## src/rtl/seq_ctrl_pkg.sv

```systemverilog
// Shared types for the sequence-detector controller: FSM state encoding and
// the counter-width helper used to size hit and position fields.
`timescale 1ns/1ps
package seq_ctrl_pkg;

  typedef enum logic [1:0] {IDLE, SHIFT, TAIL, DONE} state_t;

  // Width needed to hold any value 0..width (hit count and 1-based bit index).
  function automatic int calc_cnt_w(input int width);
    return $clog2(width + 1);
  endfunction

endpackage

```

## src/rtl/seq_det_ctrl.sv

```systemverilog
// seq_det_ctrl: takes a parallel word over valid/ready, clears the external
// Moore sequence detector, streams the word MSB-first into it one bit per
// clock and counts the detector hits. The result is reported with a one-cycle
// done pulse and held until the next word is accepted.
// Optional build macro: SEQ_CTRL_HIT_POS_EN adds first_hit_pos, the 1-based
// index of the bit that completed the first hit of the word (0 if none).
`timescale 1ns/1ps
module seq_det_ctrl
  import seq_ctrl_pkg::*;
#(
  parameter int WIDTH = 8,
  parameter int CNT_W = calc_cnt_w(WIDTH)
) (
  input  logic             clk,
  input  logic             rst,
  input  logic             in_valid,
  output logic             in_ready,
  input  logic [WIDTH-1:0] in_data,
  output logic             det_rst,
  output logic             det_ser,
  input  logic             det_w,
  output logic             busy,
  output logic             done,
  output logic [CNT_W-1:0] hit_cnt
`ifdef SEQ_CTRL_HIT_POS_EN
  ,
  output logic [CNT_W-1:0] first_hit_pos
`endif
);

  state_t           state;
  logic [WIDTH-1:0] shreg;
  logic [CNT_W-1:0] bit_idx;
  logic             sample;
  logic             hit;

  // The shift register only ever holds zeros outside SHIFT (cleared by the
  // final shifts and by reset), so its MSB doubles as the registered serial
  // output: the current bit in SHIFT, 0 in TAIL/DONE/IDLE.
  assign det_ser = shreg[WIDTH-1];

  // det_w lags the serial bit by one cycle: the first SHIFT cycle still shows
  // the cleared detector, and TAIL shows the verdict on the last bit.
  always_comb begin
    sample = 1'b0;
    case (state)
      SHIFT:   sample = (bit_idx != '0);
      TAIL:    sample = 1'b1;
      default: sample = 1'b0;
    endcase
  end

  assign hit = sample & det_w;

  // Control FSM with registered handshake/detector-control outputs.
  always_ff @(posedge clk) begin
    if (rst) begin
      state    <= IDLE;
      shreg    <= '0;
      bit_idx  <= '0;
      hit_cnt  <= '0;
      done     <= 1'b0;
      busy     <= 1'b0;
      det_rst  <= 1'b1;
      in_ready <= 1'b1;
    end else begin
      done <= 1'b0;
      if (hit) begin
        hit_cnt <= hit_cnt + 1'b1;
      end
      case (state)
        IDLE: begin
          if (in_valid) begin
            shreg    <= in_data;
            hit_cnt  <= '0;
            bit_idx  <= '0;
            state    <= SHIFT;
            in_ready <= 1'b0;
            det_rst  <= 1'b0;
            busy     <= 1'b1;
          end
        end
        SHIFT: begin
          shreg   <= {shreg[WIDTH-2:0], 1'b0};
          bit_idx <= bit_idx + 1'b1;
          if (bit_idx == CNT_W'(WIDTH - 1)) begin
            state <= TAIL;
          end
        end
        TAIL: begin
          state   <= DONE;
          busy    <= 1'b0;
          done    <= 1'b1;
          det_rst <= 1'b1;
        end
        DONE: begin
          state    <= IDLE;
          in_ready <= 1'b1;
        end
        default: begin
          state <= IDLE;
        end
      endcase
    end
  end

`ifdef SEQ_CTRL_HIT_POS_EN
  logic [CNT_W-1:0] sample_pos;

  // In SHIFT the sample refers to bit number bit_idx (1-based); in TAIL it
  // refers to the last bit, WIDTH.
  assign sample_pos = (state == TAIL) ? CNT_W'(WIDTH) : bit_idx;

  // Capture the position of the first hit only; zero marks "no hit yet".
  always_ff @(posedge clk) begin
    if (rst) begin
      first_hit_pos <= '0;
    end else if (state == IDLE && in_valid) begin
      first_hit_pos <= '0;
    end else if (hit && first_hit_pos == '0) begin
      first_hit_pos <= sample_pos;
    end
  end
`else
  // No hit-position tracking in this build.
`endif

endmodule

```

## config.mk

```make
export PLATFORM = sky130hd
export DESIGN_NAME = seq_det_ctrl
export DESIGN_NICKNAME = d
export VERILOG_FILES = /design/src/rtl/seq_ctrl_pkg.sv /design/src/rtl/seq_det_ctrl.sv
export SDC_FILE = /design/constraint.sdc
export NUM_CORES = 1
export LEC_CHECK = 0
export CAP_MARGIN = 25
export CORE_MARGIN = 3
export CORE_UTILIZATION = 53
export CTS_CLUSTER_DIAMETER = 50
export DETAILED_ROUTE_END_ITERATION = 8
export PLACE_DENSITY = 0.82
export SYNTH_ARGS = -nofsm -noshare
export SYNTH_HDL_FRONTEND = slang
export SYNTH_SLANG_ARGS = --single-unit
```

## constraint.sdc

```tcl
create_clock -name clk -period 3.54 [get_ports clk]
set_clock_uncertainty 0.2 [all_clocks]
set_input_delay 0.354 -clock clk [delete_from_list [all_inputs] [get_ports clk]]
set_output_delay 0.354 -clock clk [all_outputs]
set_load 0.02 [all_outputs]
```

* After elaboration in Yosys (flattened, before gate mapping) *
Cells that the tools add are included.

word-level totals
  latch bits = 0
  flip-flop bits (word level) = 22
  output and inout port bits = 9
  bits in read-only memories = 0
  memories kept = 0
  bits in writable memories = 0
  input port bits = 12

cells by class
  $lt $le $gt $ge = 0
  equal/unequal tests = 6
  reduce and logical (&&, ||, !) cells = 9
  bitwise operators = 1
  shifts and indexed selects = 0
  $add $sub $neg = 2
  div/mod/pow operators = 0
  multiply operators = 0
  muxes and demuxes = 17

operators by type and width
  cell                                                              count
  4-bit 2-to-1 mux                                                  4
  8-bit one-hot mux with 2 select lines                             1
  4-bit by 1-bit adder with 4-bit output (second input constant)    2
  8-bit 2-to-1 mux                                                  1
  1-bit one-hot mux with 2 select lines                             4
  2-bit one-hot mux with 4 select lines                             1
  4-bit one-hot mux with 2 select lines                             1
  2-bit AND reduction                                               4
  2-bit nonzero test                                                3
  2-bit == test (second input constant)                             2
  4-bit by 3-bit == test with 1-bit output (second input constant)  1
  2-bit 2-to-1 mux                                                  2
  2-bit != test (second input constant)                             2
  4-bit nonzero test                                                1
  1-bit 2-to-1 mux                                                  3
  2-bit by 1-bit == test with 1-bit output (second input constant)  1
  2-bit zero test                                                   1
  1-bit AND                                                         1

* Logic depth before layout (Yosys ltp) *
  depth in word-level cells = 6
  mapped depth = 8
  mapped depth without buffers = 6

* Worst setup path after synthesis *
No wires, ideal clock.

  path type = register to register
  start = register state[0]
  end = register hit_cnt[2]
  stages on the path, launching flop included = 7
  setup time = 0.116 ns
  required time = 3.224 ns
  slack = 1.863 ns
  arrival time = 1.361 ns
  buffers on the path = 0
  path through = dfxtp_1 -> inv_1 -> ha_1 -> nor4b_2 -> nor3b_1 -> xnor2_1 -> nor2_1

on the way
  cells in the longest elaborated chain, start to end = 6

ends and longest elaborated chain
  item                                                                       line                text
  start: declaration                                                         seq_det_ctrl.sv:31  state_t state;
  start signal: assignment                                                   seq_det_ctrl.sv:58  state <= IDLE;
  start signal: assignment                                                   seq_det_ctrl.sv:77  state <= SHIFT;
  start signal: assignment                                                   seq_det_ctrl.sv:87  state <= TAIL;
  2-bit == test or 2-bit by 1-bit == test with 1-bit output (tied branches)  seq_det_ctrl.sv:46  case (state)
  1-bit one-hot mux with 2 select lines                                      seq_det_ctrl.sv:46
  1-bit AND                                                                  seq_det_ctrl.sv:53  assign hit = sample & det_w;
  4-bit 2-to-1 mux                                                           seq_det_ctrl.sv:68  if (hit) begin
  4-bit 2-to-1 mux                                                           seq_det_ctrl.sv:73  if (in_valid) begin
  4-bit 2-to-1 mux (*)                                                       seq_det_ctrl.sv:71  case (state)
  end signal: assignment                                                     seq_det_ctrl.sv:69  hit_cnt <= hit_cnt + 1'b1;
  end: declaration                                                           seq_det_ctrl.sv:24  output logic [CNT_W-1:0] hit_cnt

Every way passes the cells marked *; elsewhere a longest branch is shown, timed or not.
A chain may end at the register's enable or synchronous reset.

* Worst setup path in the final report *
  start = register state[1]
  end = register shreg[5]

on the way
  cells in the longest elaborated chain, start to end = 3

ends and longest elaborated chain
  item                                                                         line                text
  2-bit by 1-bit == test with 1-bit output or 2-bit zero test (tied branches)  seq_det_ctrl.sv:71
  2-bit nonzero test (no line) or 2-bit != test (tied branches)                -
  2-bit AND reduction (no line)                                                -
  end signal: assignment                                                       seq_det_ctrl.sv:74  shreg <= in_data;
  end signal: assignment                                                       seq_det_ctrl.sv:84  shreg <= {shreg[WIDTH-2:0], 1'b0};
  end: declaration                                                             seq_det_ctrl.sv:32  logic [WIDTH-1:0] shreg;

Parallel ways exist; a longest one is shown, timed or not.

==> out/qor.txt <==
synthesized area per cell: 9.08 µm²
fraction of layout cells with a size suffix above 1: 0.0584
Hold Path Stages: 2
Power, Total: 1010 µW
Seq cells post-synth: 22
first-pass GRT wire length: 3570 µm
WS Path Type: reg -> reg
cell family with the largest share of critical-path delay: adder cells
H-Tree Depth: 1
post-route ant nets: 0
antenna diode count: 0
Avg WL per Cell: 12.7 µm
type of origin of the critical path: flop
GRT Util Overall: 0.183
via/cell ratio: 5.27
initial drt markers: 6
slew margin rel.: 0.519
Rows: 15
hold buffers post-CTS: 0
fin crit period: 2120 ps
Pleak: 0.000506 µW
Clk Latency, worst-skew pair: 310 ps
crit path max fanout: 16
Nets: 158
post-CTS resize count: 0
vias in the first global route: 792
Max Freq: 471 MHz
Die X: 51.0 µm
buffers added on ports: 20
Max Slew Vio Count: 0
grt ovf: 0
largest net degree at the start of global routing: 20
CTS clk-pin slew, worst paths: 130 ps
Die Y: 51.0 µm
worst path required time: 3570 ps
worst hold slack: 309 ps
root buffer cell: clkbuf_4
WP depth: 6
antenna violations before repair: 0
CTS tree: yes
Crit path largest cell delay: 630 ps
Pwr per Cell Area: 762 nW/µm²
starting density of the core: 0.588
Crit. End Element: flop
aggregate routed wire length: 2060 µm
Vias: 853
register area share after synthesis: 0.411
Clock Path Buffers: 2
RSZ-0062 raised after global routing: no
first drt pass iteration count: 4
Cell Chain, Critical Path: inv_1, ha_1, nor2_1, nor2_4, nor2_1, a211oi_1
cell taking the most area after synthesis: dfxtp_1
Layout Area Growth over Synthesis: 23.9%
Final Cell Area: 1330 µm²
I/O pins: 21
WP buf/inv: 1
Critical-path top delay cell: ha_1
CP Data Arrival Time: 2150 ps
area of the mapped netlist: 1070 µm²
RePlAce Congestion: 0.797
status: complete, no violations
Max-Cap Viols: 0
DRC errors left: 0
synthesized instance count: 118
Synth cell types: 28
Peak VDD IR: 0.000580 V
Synth Net Count: 138
Slew @ Worst Pin: 721 ps
DP Area: 1270 µm²
Post-CTS Setup Bufs: 0
Crit path top cell by count: nor2_1
clock buffer count from CTS: 3
clock sink total: 22
Core ar.: 1820 µm²
final period utilization: 0.600
die area: 2600 µm²
setup TNS: 0 ps
DP HPWL: 1570 µm
Hold Fails Final Rpt: 0
dpl cells: 158
Final setup viols: 0
Synth top area share: 0.411
r2r worst-path depth: 6
Synth area leaders: dfxtp_1, ha_1, mux2i_1
YS warnings: 0
Hold Crit Class: reg -> reg
post-route insts no fill: 162
==> worst register-to-register path, delay by kind of cell, from the launching register on <==
family	cells	cell delay, ps
fa+ha+maj	1	630
simple gates	3	510
flops	1	360
compound gates	1	230
buf+inv	1	100
==> registers in the layout, summed over array words and instances (netlist names) <==
signal and cells:
det_rst 1, bit_idx 4, state 2, shreg 8, in_ready 1, done 1, hit_cnt 4, busy 1
==> final timing paths <==
kind | startpoint | to | slack (ps)
worst max-delay path | state[1]$_SDFFE_PP0P_ | shreg[5]$_SDFFE_PP0P_ | 1420
worst min-delay path | bit_idx[0]$_SDFFE_PP0P_ | bit_idx[0]$_SDFFE_PP0P_ | 310
worst max register to register | state[1]$_SDFFE_PP0P_ | shreg[5]$_SDFFE_PP0P_ | 1420
worst min register to register | bit_idx[0]$_SDFFE_PP0P_ | bit_idx[0]$_SDFFE_PP0P_ | 310
==> metrics by stage <==
stage               utilization  setup WS [ps]
floorplan                     -           1860
global placement          0.700           1530
detailed placement        0.700           1430
CTS                       0.729           1400
global route              0.729           1200
finish                    0.729           1420
==> metal layers <==
| metal | track usage | share of wire | vias up |
|---|---|---|---|
| li1 | - | - | 450 |
| met1 | 0.213 | 0.45 | 381 |
| met2 | 0.320 | 0.49 | 18 |
| met3 | 0.0612 | 0.044 | 4 |
| met4 | 0.0404 | 0.016 | 0 |
| met5 | 0 | 0 | - |
==> power breakdown <==
part           switching [µW]  internal [µW]
logic                     273            191
registers                41.9            313
clock network            78.3            115
total                     394            618
==> cells in the mapped netlist <==
cell / count
o21bai_1: 2
ha_1: 8
buf_4: 2
inv_1: 4
nor2_1: 21
mux2i_1: 8
xnor2_1: 3
nand3b_1: 1
o21ai_1: 3
clkbuf_1: 2
nor2b_2: 1
a22oi_1: 1
a32oi_1: 1
dfxtp_1: 22
a21oi_1: 8
and2_1: 1
nor4b_2: 1
nand2_1: 5
buf_2: 1
o211ai_2: 1
nor3_1: 2
nor2_4: 1
nor2b_1: 1
a211oi_1: 8
nand3_1: 3
o21ai_0: 1
nor3b_1: 2
nand2b_1: 4
==> final cells by class <==
cell class                 instances  area, µm²
fill                             145        493
multi-input combinational         87        588
tap                               25       31.3
clock buffer                       3       22.5
inverter                           4       15.0
timing repair buffer              20        200
sequential                        22        440
clock inverter                     1       30.0
==> cell families after synthesis <==
kind of cell    share of synthesized area
simple gates                        0.203
compound gates                      0.153
flops                               0.411
buf+inv                            0.0397
mux                                0.0748
fa+ha+maj                          0.0935
xor+xnor                           0.0245
==> placed cells by master (no fill, tap or decap) <==
cell type        instances
nand2_1                  5
a21oi_1                  8
clkbuf_4                 3
nor2b_1                  1
mux2i_1                  8
nand3b_1                 1
clkdlybuf4s50_1         20
o21ai_1                  3
nand2b_1                 4
and2_1                   1
nand3_1                  3
a22oi_1                  1
inv_1                    4
nor2b_2                  1
o211ai_2                 1
a32oi_1                  1
nor2_4                   1
nor2_1                  21
ha_1                     8
o21bai_1                 2
nor3b_1                  2
xnor2_1                  3
nor3_1                   2
o21ai_0                  1
bufinv_16                1
nor4b_2                  1
a211oi_1                 8
dfxtp_1                 22
(Power assumes the default switching activity.)
==> RTL change (same settings) <==
Build with the macro `SEQ_CTRL_HIT_POS_EN` defined.
--- a/src/rtl/seq_det_ctrl.sv
+++ b/src/rtl/seq_det_ctrl.sv
@@ -5,6 +5,8 @@
 // Optional build macro: SEQ_CTRL_HIT_POS_EN adds first_hit_pos, the 1-based
 // index of the bit that completed the first hit of the word (0 if none).
 `timescale 1ns/1ps
+`define SEQ_CTRL_HIT_POS_EN
+
 module seq_det_ctrl
   import seq_ctrl_pkg::*;
 #(
Behaviour (old outputs only; new: first_hit_pos): unchanged (equiv_simple and equiv_induct, registers matched by name and starting in step).
==> RTL change against the unedited design <==
Total power down 0.45%; final area up 13%; synthesized area up 16%; critical path depth unchanged; clock power down 37%; sequential cell count up 4; worst setup slack worse by 180 ps; wire length up 21%; critical path type unchanged; largest power group unchanged.
==> RTL change: results (changes against the unedited design) <==
metric;value;unit;change
status;complete, no violations;;
min-delay-path-class;reg2reg;;
yosysWarnings;0;;unchanged
wl_per_cell;13.7;um;+7.9%
numCtsBuffers;3;;unchanged
hold-path-cell-count;2;;unchanged
drtPass1Iterations;4;;unchanged
fin_nets;176;;+11%
top_register;shreg;;
fill_cells;170;;+17%
hold-path-endpoint;first_hit_pos[2]$_SDFFE_PP0P_;;
r2r-start;state[1]$_SDFFE_PP0P_;;
clkTransAtPathRegs;130;ps;about the same
ctsResizeCount;0;;unchanged
cp-start-kind;register;;
grt_pass1_wl;4100;um;+15%
grt_max_degree;20;;unchanged
max_stage_delay;690;ps;+60 ps
syn_nets;154;;+12%
yosys-top-cells-count;dfxtp_1 (26), nor2_1 (24), a21oi_1 (12);;
synth.area.top_cells;dfxtp_1 (42%), nor2_1 (7.3%), ha_1 (7.1%), mux2i_1 (6.5%), a21oi_1 (4.9%);;
largest_reg_flops;8;;unchanged
drive_gt1_share;5.16;%;-0.68 points
clk_latency;310;ps;about the same
arrival;2330;ps;+180 ps
cts_root_buf;clkbuf_4;;
synth.distinct_cells;31;;+11%
r2r_setup_slack;1240;ps;-180 ps
relSlewSlack;45.7;%;-6.2 points
worst_path_max_delay_cell;ha_1;;
num_vias;1006;;+18%
diodes;0;;unchanged
clockBufferDepth;2;;unchanged
p_leak;0.549;nW;+8.6%
critPathTopFamily;adder cells;;
antenna_found_initial;0;;unchanged
ff2ff_path_depth;6;;unchanged
path_max_fanout;18;;+2
drtIter0Drc;26;;+20
first_global_vias;950;;+20%
port_buffers;24;;+20%
track_usage;19.0;%;+0.79 points
htree_levels;1;;unchanged
gp_congestion;0.753;;-5.5%
ir_drop;466;uV;-20%
synth.yosys.seq_area_share;42.1;%;+0.94 points
postSynth.asyncResetShare;0;%;unchanged
min_from;first_hit_pos[2]$_SDFFE_PP0P_;;
hpwl;1920;um;+22%
post-cts-setup-buffers;0;;unchanged
r2r-end;shreg[2]$_SDFFE_PP0P_;;
-- RTL change: cell types whose count changed after synthesis, moves of 2 or more --
cell      delta
o21ai_0      +2
nor2_1       +3
dfxtp_1      +4
a21oi_1      +4
nor2b_1      +2
nor3_1       +2
o21ai_1      -2
nand2b_1     -2
-- RTL change: worst register-to-register path, stage by stage, from the launching register on --
cell and delay, ps:
dfxtp_1 370, inv_1 90, ha_1 690, nor2_1 130
nor2_2 420, nor2_1 90, a211oi_1 220
-- RTL change: how the worst max path moves through the flow --
stage,endpoint,cells after the start
2_1_floorplan,hit_cnt[0]$_SDFF_PP0_,7
3_5_place_dp,shreg[4]$_SDFFE_PP0P_,6
5_1_grt,shreg[2]$_SDFFE_PP0P_,6
6_report,shreg[2]$_SDFFE_PP0P_,6
3_3_place_gp,shreg[2]$_SDFFE_PP0P_,6
4_1_cts,shreg[2]$_SDFFE_PP0P_,6
-- RTL change: kinds of logic (layout without fill, tap and decap cells) --
family,count (synthesis),count (layout),synth area share (%)
multiplexers,8,8,6.47
flip-flops,26,26,42.1
adder cells (fa/ha/maj),7,7,7.08
AO/OA/AOI/OAI,28,28,15.0
AND/OR/NAND/NOR,51,51,22.5
buffers and inverters,12,32,4.75
XOR/XNOR,3,3,2.12
-- RTL change: final cells by class --
type	instances	area, um^2	area share [%]
Timing Repair Buffer	24	240	16.1
Multi-Input combinational cell	97	658	44.1
Inverter	5	18.8	1.26
Sequential cell	26	520	34.8
Clock buffer	3	22.5	1.51
Tap cell	27	33.8	2.26
-- RTL change: metal layers --
metal | global-route usage [%] | up-vias | wire [um]
met4 | 7.47 | 0 | 10
met2 | 34.7 | 13 | 1260
met1 | 22.3 | 480 | 1160
met5 | 0 | - | 0
met3 | 2.45 | 2 | 72
li1 | - | 511 | -
-- RTL change: power breakdown --
group / switching, W / internal [W] / total, W
registers: 0.0000430 / 0.000357 / 0.000400
logic: 0.000290 / 0.000195 / 0.000485
clock network: 0.0000823 / 0.0000398 / 0.000122
total: 0.000415 / 0.000592 / 0.00101
-- RTL change: through the flow --
| step | cell area, um^2 | setup WS [ps] | cells | total power [W] | hold WS (ps) |
|---|---|---|---|---|---|
| after global routing | 1490 | 1050 | 182 | 0.00108 | 328 |
| after CTS | 1490 | 1250 | 182 | 0.00101 | 295 |
| after floorplan | 1240 | 1790 | 135 | 0.000782 | 257 |
| final | 1490 | 1240 | 182 | 0.00101 | 288 |
| after global placement | 1470 | 1410 | 179 | 0.000867 | 253 |
| after detailed placement | 1470 | 1270 | 179 | 0.000891 | 275 |
